**config.mk**
```make
export PLATFORM = sky130hd
export DESIGN_NAME = alu_op_arbiter
export DESIGN_NICKNAME = d
export VERILOG_FILES = /design/src/rtl/alu_op_arbiter.sv
export SDC_FILE = /design/constraint.sdc
export NUM_CORES = 1
export LEC_CHECK = 0
export ABC_AREA = 0
export CAP_MARGIN = 20
export CORE_ASPECT_RATIO = 1.4
export CORE_UTILIZATION = 35
export DETAILED_ROUTE_END_ITERATION = 8
export PLACE_DENSITY = 0.71
export SETUP_SLACK_MARGIN = 0.15
export SLEW_MARGIN = 10
export SYNTH_ARGS = -nofsm -noshare
export SYNTH_HDL_FRONTEND = slang
export SYNTH_SLANG_ARGS = --single-unit
```
**constraint.sdc**
```tcl
create_clock -name clk -period 2 [get_ports clk]
set_input_delay 0.5 -clock clk [delete_from_list [all_inputs] [get_ports clk]]
set_output_delay 0.5 -clock clk [all_outputs]
set_load 0.01 [all_outputs]
```
**src/rtl/alu_op_arbiter.sv**
```systemverilog
// -----------------------------------------------------------------------------
// alu_op_arbiter
//
// Shares a single ALU datapath between two requesters (A and B). A round-robin
// arbiter picks one pending operation while idle, the operation is latched and
// evaluated for one cycle, and the result is held as a registered response
// until the consumer takes it. A sticky overflow bit accumulates signed
// overflow from completed add/sub operations for software to inspect.
//
// Ports
//   clk, rst_n               clock (rising edge), asynchronous active-low reset
//   a_valid/a_ready          requester A handshake
//   a_op, a_x, a_y           requester A select code and operands
//   b_valid/b_ready          requester B handshake
//   b_op, b_x, b_y           requester B select code and operands
//   rsp_valid/rsp_ready      response handshake
//   rsp_id                   originating requester (0 = A, 1 = B)
//   rsp_result, rsp_ovf      registered result and signed-overflow flag
//   alu_sel                  select code presented to the ALU (000 when idle)
//   ovf_sticky, ovf_clr      accumulated overflow status and its clear
//
// Select codes
//   000 add   001 sub   010 and   011 or
//   100 xor   101 not x 110 signed x<y   111 pass x
// -----------------------------------------------------------------------------
module alu_op_arbiter #(
    parameter int unsigned WIDTH = 8
) (
    input  logic             clk,
    input  logic             rst_n,

    input  logic             a_valid,
    output logic             a_ready,
    input  logic [2:0]       a_op,
    input  logic [WIDTH-1:0] a_x,
    input  logic [WIDTH-1:0] a_y,

    input  logic             b_valid,
    output logic             b_ready,
    input  logic [2:0]       b_op,
    input  logic [WIDTH-1:0] b_x,
    input  logic [WIDTH-1:0] b_y,

    output logic             rsp_valid,
    input  logic             rsp_ready,
    output logic             rsp_id,
    output logic [WIDTH-1:0] rsp_result,
    output logic             rsp_ovf,

    output logic [2:0]       alu_sel,
    output logic             ovf_sticky,
    input  logic             ovf_clr
);

    localparam int unsigned MSB = WIDTH - 1;

    localparam logic REQ_A = 1'b0;
    localparam logic REQ_B = 1'b1;

    localparam logic [2:0] OP_ADD  = 3'b000;
    localparam logic [2:0] OP_SUB  = 3'b001;
    localparam logic [2:0] OP_AND  = 3'b010;
    localparam logic [2:0] OP_OR   = 3'b011;
    localparam logic [2:0] OP_XOR  = 3'b100;
    localparam logic [2:0] OP_NOT  = 3'b101;
    localparam logic [2:0] OP_SLT  = 3'b110;
    localparam logic [2:0] OP_PASS = 3'b111;

    typedef enum logic [1:0] {
        IDLE = 2'b00,
        EXEC = 2'b01,
        RESP = 2'b10
    } state_t;

    state_t             state_q;
    logic               lastGrant_q;
    logic [2:0]         op_q;
    logic [WIDTH-1:0]   x_q;
    logic [WIDTH-1:0]   y_q;
    logic               id_q;

    logic               rspValid_q;
    logic               rspId_q;
    logic [WIDTH-1:0]   rspResult_q;
    logic               rspOvf_q;
    logic [2:0]         aluSel_q;
    logic               ovfSticky_q;

    logic               grantA_d;
    logic               grantB_d;
    logic [WIDTH-1:0]   result_d;
    logic               ovf_d;

    // Grants are only offered while idle. With both requesters pending, the
    // one that did not win last time gets the slot. Gating with rst_n keeps
    // both readies low while reset is held, even if a requester is waiting.
    always_comb begin
        grantA_d = 1'b0;
        grantB_d = 1'b0;
        if (rst_n && (state_q == IDLE)) begin
            if (a_valid && b_valid) begin
                if (lastGrant_q == REQ_B) begin
                    grantA_d = 1'b1;
                end else begin
                    grantB_d = 1'b1;
                end
            end else if (a_valid) begin
                grantA_d = 1'b1;
            end else if (b_valid) begin
                grantB_d = 1'b1;
            end
        end
    end

    assign a_ready = grantA_d;
    assign b_ready = grantB_d;

    // ALU evaluated on the latched operation; only meaningful in EXEC, where
    // it is captured into the response registers.
    always_comb begin
        result_d = '0;
        ovf_d    = 1'b0;
        case (op_q)
            OP_ADD: begin
                result_d = x_q + y_q;
                // Same-sign operands producing a result of the other sign.
                ovf_d = (x_q[MSB] == y_q[MSB]) && (result_d[MSB] != x_q[MSB]);
            end
            OP_SUB: begin
                result_d = x_q - y_q;
                // Opposite-sign operands where the result leaves x's sign.
                ovf_d = (x_q[MSB] != y_q[MSB]) && (result_d[MSB] != x_q[MSB]);
            end
            OP_AND:  result_d = x_q & y_q;
            OP_OR:   result_d = x_q | y_q;
            OP_XOR:  result_d = x_q ^ y_q;
            OP_NOT:  result_d = ~x_q;
            OP_SLT:  result_d[0] = ($signed(x_q) < $signed(y_q));
            OP_PASS: result_d = x_q;
            default: result_d = '0;
        endcase
    end

    // Control FSM with all externally visible outputs registered. The sticky
    // clear is applied first so that a completing overflow later in the same
    // block takes priority over a simultaneous clear.
    always_ff @(posedge clk or negedge rst_n) begin
        if (!rst_n) begin
            state_q     <= IDLE;
            lastGrant_q <= REQ_B;
            op_q        <= 3'b000;
            x_q         <= '0;
            y_q         <= '0;
            id_q        <= REQ_A;
            rspValid_q  <= 1'b0;
            rspId_q     <= 1'b0;
            rspResult_q <= '0;
            rspOvf_q    <= 1'b0;
            aluSel_q    <= 3'b000;
            ovfSticky_q <= 1'b0;
        end else begin
            if (ovf_clr) begin
                ovfSticky_q <= 1'b0;
            end

            case (state_q)
                IDLE: begin
                    if (grantA_d || grantB_d) begin
                        op_q        <= grantB_d ? b_op : a_op;
                        x_q         <= grantB_d ? b_x  : a_x;
                        y_q         <= grantB_d ? b_y  : a_y;
                        aluSel_q    <= grantB_d ? b_op : a_op;
                        id_q        <= grantB_d;
                        lastGrant_q <= grantB_d;
                        state_q     <= EXEC;
                    end
                end

                EXEC: begin
                    rspResult_q <= result_d;
                    rspOvf_q    <= ovf_d;
                    rspId_q     <= id_q;
                    rspValid_q  <= 1'b1;
                    if (ovf_d) begin
                        ovfSticky_q <= 1'b1;
                    end
                    state_q     <= RESP;
                end

                RESP: begin
                    // Response registers are left untouched here so they stay
                    // stable for as long as the consumer stalls.
                    if (rsp_ready) begin
                        rspValid_q <= 1'b0;
                        aluSel_q   <= 3'b000;
                        state_q    <= IDLE;
                    end
                end

                default: begin
                    state_q <= IDLE;
                end
            endcase
        end
    end

    assign rsp_valid  = rspValid_q;
    assign rsp_id     = rspId_q;
    assign rsp_result = rspResult_q;
    assign rsp_ovf    = rspOvf_q;
    assign alu_sel    = aluSel_q;
    assign ovf_sticky = ovfSticky_q;

endmodule

```
==> results of run 1 <==
## cell usage after synthesis (6+ instances only)
library cell / count
buf_2: 7
dfrtp_1: 37
a21oi_1: 18
nand2_1: 56
nor2_1: 39
o21ai_0: 16
ha_1: 26
nand2b_1: 9
a31oi_1: 20
nor3_1: 8
clkbuf_1: 11
inv_1: 26
nor2b_1: 6
## cells in the final DEF (no fill, tap or decap), drive strengths merged, types with 4 or more instances in the layout
| master | n |
|---|---|
| ha | 26 |
| clkbuf | 7 |
| nor3b | 4 |
| nor2b | 6 |
| dfrtp | 37 |
| a31oi | 20 |
| o211ai | 4 |
| mux2i | 4 |
| nand2 | 56 |
| a21oi | 19 |
| buf | 67 |
| nor2 | 40 |
| nand2b | 9 |
| o311ai | 5 |
| xor2 | 4 |
| nor3 | 9 |
| inv | 30 |
| a211oi | 4 |
| clkdlybuf4s50 | 55 |
| o21ai | 21 |
## timing repair
| item | 4_1_cts | 5_1_grt |
|---|---|---|
| gates resized for setup | 46 | 15 |
| setup buffers | 7 | 5 |
| gates cloned | 0 | 0 |
| pin swaps | 14 | 12 |
| setup endpoints to repair | 12 | 11 |
## cell families (layout without fill, tap and decap cells)
kind of cell / count (synthesis) / in the layout
fa+ha+maj: 28 / 28
simple gates: 143 / 143
buf+inv: 51 / 162
mux: 5 / 5
xor+xnor: 5 / 5
flops: 38 / 38
compound gates: 109 / 109
## path summary, 6_finish.rpt
check | start | endpoint | slack (ns) | cells after the start
worst min register to register | lastGrant_q | lastGrant_q | 0.47 | 2
worst max-delay path | y_q[1] | rsp_result[2] | -0.05 | 8
max in group asynchronous | rst_n | lastGrant_q | 1.32 | 2
worst max register to register | y_q[1] | rsp_result[2] | -0.05 | 8
min in group clk | lastGrant_q | lastGrant_q | 0.47 | 2
worst min-delay path | rst_n | y_q[1] | 0.31 | 2
## power groups by stage
stage | combinational, mW | clock, mW | sequential (mW)
after floorplan | 3.49 | 0 | 1.51
after global placement | 5.68 | 0 | 1.45
after detailed placement | 5.75 | 0 | 1.47
after CTS | 6.43 | 0.955 | 1.46
after global routing | 7.41 | 0.978 | 1.52
final | 6.86 | 0.941 | 1.47
## state kept, by name, summed over array words and instances, names as in the netlist
| name | flops |
|---|---|
| alu_sel | 3 |
| lastGrant_q | 1 |
| state_q | 2 |
| rsp_id | 1 |
| rsp_ovf | 1 |
| id_q | 1 |
| x_q | 8 |
| ovf_sticky | 1 |
| rsp_valid | 1 |
| rsp_result | 8 |
| y_q | 8 |
| op_q | 3 |
## metrics by stage
| step | instance area, sq um | total power, mW | worst slack [ns] | utilization, % | setup TNS, ns |
|---|---|---|---|---|---|
| detailed placement | 4202 | 7.220 | -0.2940 | 49.09 | -1.193 |
| global placement | 4202 | 7.133 | -0.2817 | 49.09 | -0.9537 |
| floorplan | 3154 | 5.002 | 0.05203 | - | 0 |
| CTS | 4591 | 8.847 | -0.001461 | 53.64 | -0.001461 |
| global route | 4667 | 9.916 | -0.1249 | 54.53 | -0.6167 |
| finish | 4667 | 9.275 | -0.04693 | 54.53 | -0.1287 |
## layout make-up
cell class                      count  area [sq um]
Tap cell                          105         131.4
Inverter                           30         112.6
Multi-Input combinational cell    290          2188
Fill cell                         806          3891
Sequential cell                    38         954.7
Timing Repair Buffer              124          1107
Clock buffer                        7         142.6
Clock inverter                      1         30.03
## routing by layer
metal / wire length, um / up-vias / part of all wire (%) / track usage, %
met5: 0 / - / 0 / 0
met4: 184 / 0 / 1.9 / 6.786
met3: 229 / 12 / 2.4 / 2.742
met2: 5004 / 66 / 53 / 39.89
met1: 4023 / 1525 / 43 / 27.41
li1: - / 1568 / - / -
## critical path, delay by kind of cell (launching register included)
family | cells | cell delay, ns
buffers and inverters | 2 | 0.28
adder cells (fa/ha/maj) | 1 | 0.40
flip-flops | 1 | 0.41
AND/OR/NAND/NOR | 1 | 0.17
AO/OA/AOI/OAI | 4 | 0.67
==> results.cfg, run 1 <==
[critical_path]
slowest_delay_ns = 0.41
cp_data_required_time_ns = 2.17
critPathMostFrequentCell = buf_4
crit_slowest_cell = dfrtp_1
path_cells = buf_4 > buf_4 > fa_2 > nor3b_2 > a21oi_1 > a2bb2oi_1 > o221a_1 > o21ai_1
worstSetupStartpointType = flip-flop
cp-end-kind = flip-flop
critPathKind = reg2reg
arrival_ns = 2.22
crit_fanout = 3

[grt]
grt_use_total_pct = 22.36
grt_overflow = 0
grt_max_degree = 39
grt_pass1_vias = 3229
antenna_found_initial = 0
grt_pass1_wl_um = 15750

[routing]
drc = 0
drt-initial-drc-count = 198
wire_per_inst_um = 15.87
wirelength_um = 9441
viasPerCell = 5.329
vias = 3171
ant_nets = 0
first_pass_iters = 4

[run_status]
violations = negative setup slack
status = complete, but fails checks

[pwr]
clkPwrFrac_pct = 10.2
p_seq_share_pct = 15.9
vdd_drop_max_uv = 929.6
cell_internal_pwr_mw = 5.118
switching_share_pct = 44.82
power.density_nw_per_um2 = 1987
p_leak_nw = 2.036
combPwrFrac_pct = 74.0
switchingPower_mw = 4.157

[cts]
htreeDepth = 2
cts_tree = done
clockBufferDepth = 2
root_buffer = clkbuf_16
numCtsBuffers = 5
clkSinkCount = 38
hold_buffers = 0
clock_latency_ns = 0.29
clkSlewWorstSetupHoldPaths_ns = 0.06

[synthesis]
yosysUniqueCellTypes = 66
synth_top_cell_by_area = dfrtp_1
syn_avg_cell_area_sq_um = 8.088
synth-seq-cells = 38
synth_compound_area_share_pct = 24.94
synth_edf_count = 0
synthesis.area_sq_um = 3065
synth.top_cells.by_area = dfrtp_1 (30%), ha_1 (11%), nand2_1 (6.9%)
ys_async_sr_fraction_pct = 100.0
netlist.area_leader.share_pct = 30.20
synthAdderAreaFrac_pct = 11.92
synth_fp_nets = 451
netlist_instances = 379
muxShareOfSynthArea_pct = 1.673
synth-xor-area-share_pct = 1.429
synth_ff_type = dfrtp_1
post_synth_and_or_nand_nor_area_fraction_pct = 22.20
synth_top_family_by_area = compound AO/OA/AOI/OAI gates
ys_seq_area_share_pct = 31.06
yosys_warnings = 0

[finish]
syn2layout_area_growth_pct = 52.25
drive_gt1_share_pct = 27.96
final_cells = 595
finalNetCount = 561
num_antenna_cells = 0

[timing]
min_period_ns = 2.047
timing.final.ws_setup_ns = -0.04693
rsz0062_at_grt = yes
timing.slew.headroom_pct = 67.58
hold_slack_ns = 0.3100
setup_viol = 5
hold_viol = 0
tightest_slew_ns = 0.4864
skew_ns = 0.007160
fmaxAchievable_ghz = 0.4885
drv_slew = 0
post-route-period-util_pct = 102.3

[die]
die_w_um = 81.10
initial_core_util_pct = 35.82
core_area_sq_um = 8558
dieArea_sq_um = 9142
fp-row-count = 40
num_io_pins = 61
die_height_um = 112.7

[place]
portBuffers = 60
hpwl_um = 7096
routabilityCongestion = 0.9398
dp.cells = 575

[job]
cap_viol_max_count = 0

[hold_path]
min_path_type = in2async
Note: power is estimated with default switching activity, not from simulation.
==> inputs of run 2 (changes only) <==
--- a/config.mk
+++ b/config.mk
@@ -7,10 +7,12 @@
 export LEC_CHECK = 0
 export ABC_AREA = 0
 export CAP_MARGIN = 20
+export CELL_PAD_IN_SITES_DETAIL_PLACEMENT = 1
+export CELL_PAD_IN_SITES_GLOBAL_PLACEMENT = 1
 export CORE_ASPECT_RATIO = 1.4
 export CORE_UTILIZATION = 35
 export DETAILED_ROUTE_END_ITERATION = 8
-export PLACE_DENSITY = 0.71
+export PLACE_DENSITY = 0.88
 export SETUP_SLACK_MARGIN = 0.15
 export SLEW_MARGIN = 10
 export SYNTH_ARGS = -nofsm -noshare
==> results.cfg, run 2 (synthesis gave the netlist of run 1 again) <==
[grt]
antenna_found_initial = 0
grt_max_degree = 39
grt_use_total_pct = 27.58
grt_overflow = 0
grt_pass1_vias = 3714
grt_pass1_wl_um = 19040

[die]
dieArea_sq_um = 9142
initial_core_util_pct = 35.82
die_height_um = 112.7
die_w_um = 81.10
fp-row-count = 40
core_area_sq_um = 8558
num_io_pins = 61

[pwr]
p_leak_nw = 2.032
vdd_drop_max_uv = 992.9
power.density_nw_per_um2 = 2038
finalPower_mw = 9.448

[finish]
syn2layout_area_growth_pct = 51.22
final_core_utilization_pct = 54.17
layout_commonest_cell = buf_4
design_area_sq_um = 4636
finalNetCount = 558
n_fill_cell = 981
final_cell_mix = buf_4 (57), nand2_1 (56), clkdlybuf4s50_1 (55)
drive_gt1_share_pct = 26.69
multi_input_area_sq_um = 2170
num_antenna_cells = 0
seq_area_sq_um = 954.7

[critical_path]
cp_num_cells = 7
slowest_delay_ns = 0.50
cp_num_buf_inv = 1
cp-end-kind = flip-flop
arrival_ns = 2.29
r2r-start = y_q[1]
cp_data_required_time_ns = 2.22
critPathKind = reg2reg
crit_fanout = 4
crit_slowest_cell = or4b_4
rrSetupSlack_ns = -0.07
path_delay_family = compound AO/OA/AOI/OAI gates
path_cells = inv_2 > ha_4 > o21bai_4 > a21oi_2 > o311a_4 > or4b_4 > nand4_1
r2r_cells = 7
worstSetupStartpointType = flip-flop
reg2reg_to = rsp_ovf

[cts]
numCtsBuffers = 5
hold_buffers = 0
clock_latency_ns = 0.30
clockBufferDepth = 2
clkSlewWorstSetupHoldPaths_ns = 0.06
clkSinkCount = 38
htreeDepth = 2
cts_tree = done
root_buffer = clkbuf_16

[timing]
setup_viol = 7
hold_viol = 0
fmaxAchievable_ghz = 0.4838
timing.final.ws_setup_ns = -0.06676
tightest_slew_ns = 0.5250
min_period_ns = 2.067
skew_ns = 0.009612
rsz0062_at_grt = yes
post-route-period-util_pct = 103.3
timing.slew.headroom_pct = 65.00
drv_slew = 0

[routing]
wire_per_inst_um = 20.20
drt-initial-drc-count = 176
wirelength_um = 11960
viasPerCell = 5.654
drc = 0
ant_nets = 0
vias = 3347
first_pass_iters = 4

[run_status]
status = complete, but fails checks
violations = negative setup slack

[place]
routabilityCongestion = 0.9145
hpwl_um = 8086
portBuffers = 60
postPlaceCellArea_sq_um = 4151
dp_worst_setup_slack_ns = -0.3118

[hold_path]
min_path_type = in2async

[job]
cap_viol_max_count = 0
[run 2: worst reg2reg max path, delay by kind of cell (launching register included)]
family	cells	cell delay [ns]
compound gates	3	0.63
flops	1	0.41
buf+inv	1	0.11
simple gates	2	0.62
fa+ha+maj	1	0.23
[run 2: how the worst max path moves through the flow]
stage,startpoint,endpoint,slack [ns]
global route,y_q[1],rsp_result[5],-0.15
global placement,b_valid,a_ready,-0.28
CTS,x_q[1],rsp_result[5],-0.04
floorplan,x_q[5],ovf_sticky,0.05
finish,y_q[1],rsp_ovf,-0.07
detailed placement,b_valid,a_ready,-0.31
[run 2: repair_timing]
| item | CTS | global route |
|---|---|---|
| pin swaps | 21 | 14 |
| buffers inserted | 11 | 3 |
| endpoints found under the setup margin | 12 | 15 |
| resized for setup | 44 | 11 |
| cloned | 0 | 0 |
[run 2: stage by stage]
step                      setup TNS, ns  hold slack [ns]  std cells
after floorplan                       0           0.2044        379
after global placement          -0.6569           0.4573        570
after detailed placement         -1.440           0.4713        570
after CTS                       -0.1292           0.3045        589
after global routing            -0.8164           0.3534        592
final                           -0.2713           0.2895        592
[run 2: layout make-up]
class                   instances  share of cell area [%]
clock buffers                   5                   2.699
clock inverters                 3                   1.484
inverters                      30                   2.483
well taps                     105                   2.834
flip-flops and latches         38                   20.59
repair buffers                121                   23.10
multi-input cells             290                   46.80
[run 2: power by group]
part / internal [mW] / switching, mW / leakage [nW]
logic: 3.20 / 3.62 / 1.49
registers: 1.15 / 0.407 / 0.453
clock network: 0.717 / 0.352 / 0.0940
[run 2: per-layer routing]
metal  global-route usage [%]  vias to the layer above  wire length, um
li1                         -                     1557                -
met1                    31.89                     1672             4893
met2                    49.47                       87             6316
met3                    3.790                       31              322
met4                    11.67                        0              429
met5                        0                        -                0
==> inputs of run 3 (changes only) <==
--- a/config.mk
+++ b/config.mk
@@ -13,7 +13,7 @@
 export CORE_UTILIZATION = 35
 export DETAILED_ROUTE_END_ITERATION = 8
 export PLACE_DENSITY = 0.88
-export SETUP_SLACK_MARGIN = 0.15
+export SETUP_SLACK_MARGIN = 0.3
 export SLEW_MARGIN = 10
 export SYNTH_ARGS = -nofsm -noshare
 export SYNTH_HDL_FRONTEND = slang
==> results.cfg, run 3 (synthesis gave the netlist of run 1 again) <==
[run_status]
status = complete, but fails checks
violations = negative setup slack

[critical_path]
path_delay_family = simple AND/OR/NAND/NOR gates
critPathKind = reg2reg
r2r_cells = 8
worstSetupStartpointType = flip-flop
crit_fanout = 3
cp_data_required_time_ns = 2.18
arrival_ns = 2.25
cp-end-kind = flip-flop
cp_num_cells = 8
cp_num_buf_inv = 2
slowest_delay_ns = 0.47
path_cells = inv_2 > ha_4 > a211oi_4 > buf_4 > or4_4 > a21oi_2 > nor4_2 > a221oi_1
crit_slowest_cell = or4_4

[routing]
viasPerCell = 5.759
drc = 0
ant_nets = 0
drt-initial-drc-count = 251
first_pass_iters = 5
wire_per_inst_um = 20.38
vias = 3415
wirelength_um = 12090

[cts]
hold_buffers = 0
clock_latency_ns = 0.29
cts_tree = done
numCtsBuffers = 5
root_buffer = clkbuf_16
clkSlewWorstSetupHoldPaths_ns = 0.06
clockBufferDepth = 2
htreeDepth = 2
clkSinkCount = 38

[grt]
grt_pass1_wl_um = 18030
grt_overflow = 0
grt_max_degree = 39
antenna_found_initial = 0
grt_pass1_vias = 3559
grt_use_total_pct = 26.02

[finish]
finalNetCount = 559
syn2layout_area_growth_pct = 53.22
n_fill_cell = 995
drive_gt1_share_pct = 29.30
final_core_utilization_pct = 54.88
final_cell_mix = nand2_1 (56), buf_4 (53), clkdlybuf4s50_1 (45)
layout_commonest_cell = nand2_1
num_antenna_cells = 0

[pwr]
vdd_drop_max_uv = 766.3
combPwrFrac_pct = 75.5
switchingPower_mw = 4.527
clkPwrFrac_pct = 8.3
finalPower_mw = 9.552
power.density_nw_per_um2 = 2034
switching_share_pct = 47.39
p_leak_nw = 2.121
p_seq_share_pct = 16.2
cell_internal_pwr_mw = 5.025

[place]
portBuffers = 60
hpwl_um = 7950
routabilityCongestion = 0.9053

[timing]
setup_viol = 4
drv_slew = 0
fmaxAchievable_ghz = 0.4838
timing.slew.headroom_pct = 65.76
min_period_ns = 2.067
fin_tns_setup_ns = -0.1055
rsz0062_at_grt = yes
post-route-period-util_pct = 103.4
tightest_slew_ns = 0.5135
hold_viol = 0
timing.final.ws_setup_ns = -0.06711
skew_ns = 0.005475

[die]
die_height_um = 112.7
fp-row-count = 40
core_area_sq_um = 8558
die_w_um = 81.10
num_io_pins = 61
dieArea_sq_um = 9142
initial_core_util_pct = 35.82

[job]
cap_viol_max_count = 0

[hold_path]
min_path_type = in2async
==> run 3: final cells by class <==
type	instances	area (sq um)	share of cell area, %
tap	105	131.4	2.797
multi-input combinational	290	2225	47.36
clock inverter	2	13.76	0.2930
timing repair buffer	122	1126	23.97
inverter	30	115.1	2.451
sequential	38	957.2	20.38
clock buffer	6	128.9	2.744
==> run 3: per-stage QoR <==
| stage | hold slack, ns | setup slack, ns | cells | area, sq um |
|---|---|---|---|---|
| after detailed placement | 0.4780 | -0.2455 | 570 | 4185 |
| after global routing | 0.4005 | -0.1192 | 593 | 4697 |
| final | 0.3521 | -0.06711 | 593 | 4697 |
| after floorplan | 0.2044 | 0.05203 | 379 | 3176 |
| after CTS | 0.3704 | -0.02916 | 588 | 4528 |
| after global placement | 0.4553 | -0.2411 | 570 | 4185 |
==> run 3: layer usage <==
metal	vias up	wire length (um)	track usage, %
met4	0	625	13.57
met2	128	6341	45.88
li1	1566	-	-
met1	1679	4574	29.48
met5	-	0	0
met3	42	547	3.952
==> run 3: what timing repair did <==
| item | CTS | global route |
|---|---|---|
| resized for setup | 44 | 35 |
| pin swaps | 19 | 12 |
| endpoints found under the hold margin | 0 | 0 |
| endpoints found under the setup margin | 18 | 22 |
| setup buffers | 10 | 5 |
==> run 3: worst paths after layout <==
path                                  to  slack (ns)        start
setup / recovery           rsp_result[5]       -0.07       x_q[1]
min in group clk             lastGrant_q        0.48  lastGrant_q
max in group asynchronous        op_q[1]        1.26        rst_n
hold reg to reg              lastGrant_q        0.48  lastGrant_q
setup reg to reg           rsp_result[5]       -0.07       x_q[1]
hold / removal                    x_q[1]        0.35        rst_n
==> run 3: power by group through the flow <==
stage / Combinational, mW / Sequential, mW / Clock [mW]
floorplan: 3.52 / 1.52 / 0
CTS: 6.41 / 1.52 / 0.799
global route: 7.70 / 1.59 / 0.822
global placement: 5.54 / 1.49 / 0
detailed placement: 5.79 / 1.53 / 0
finish: 7.21 / 1.55 / 0.790
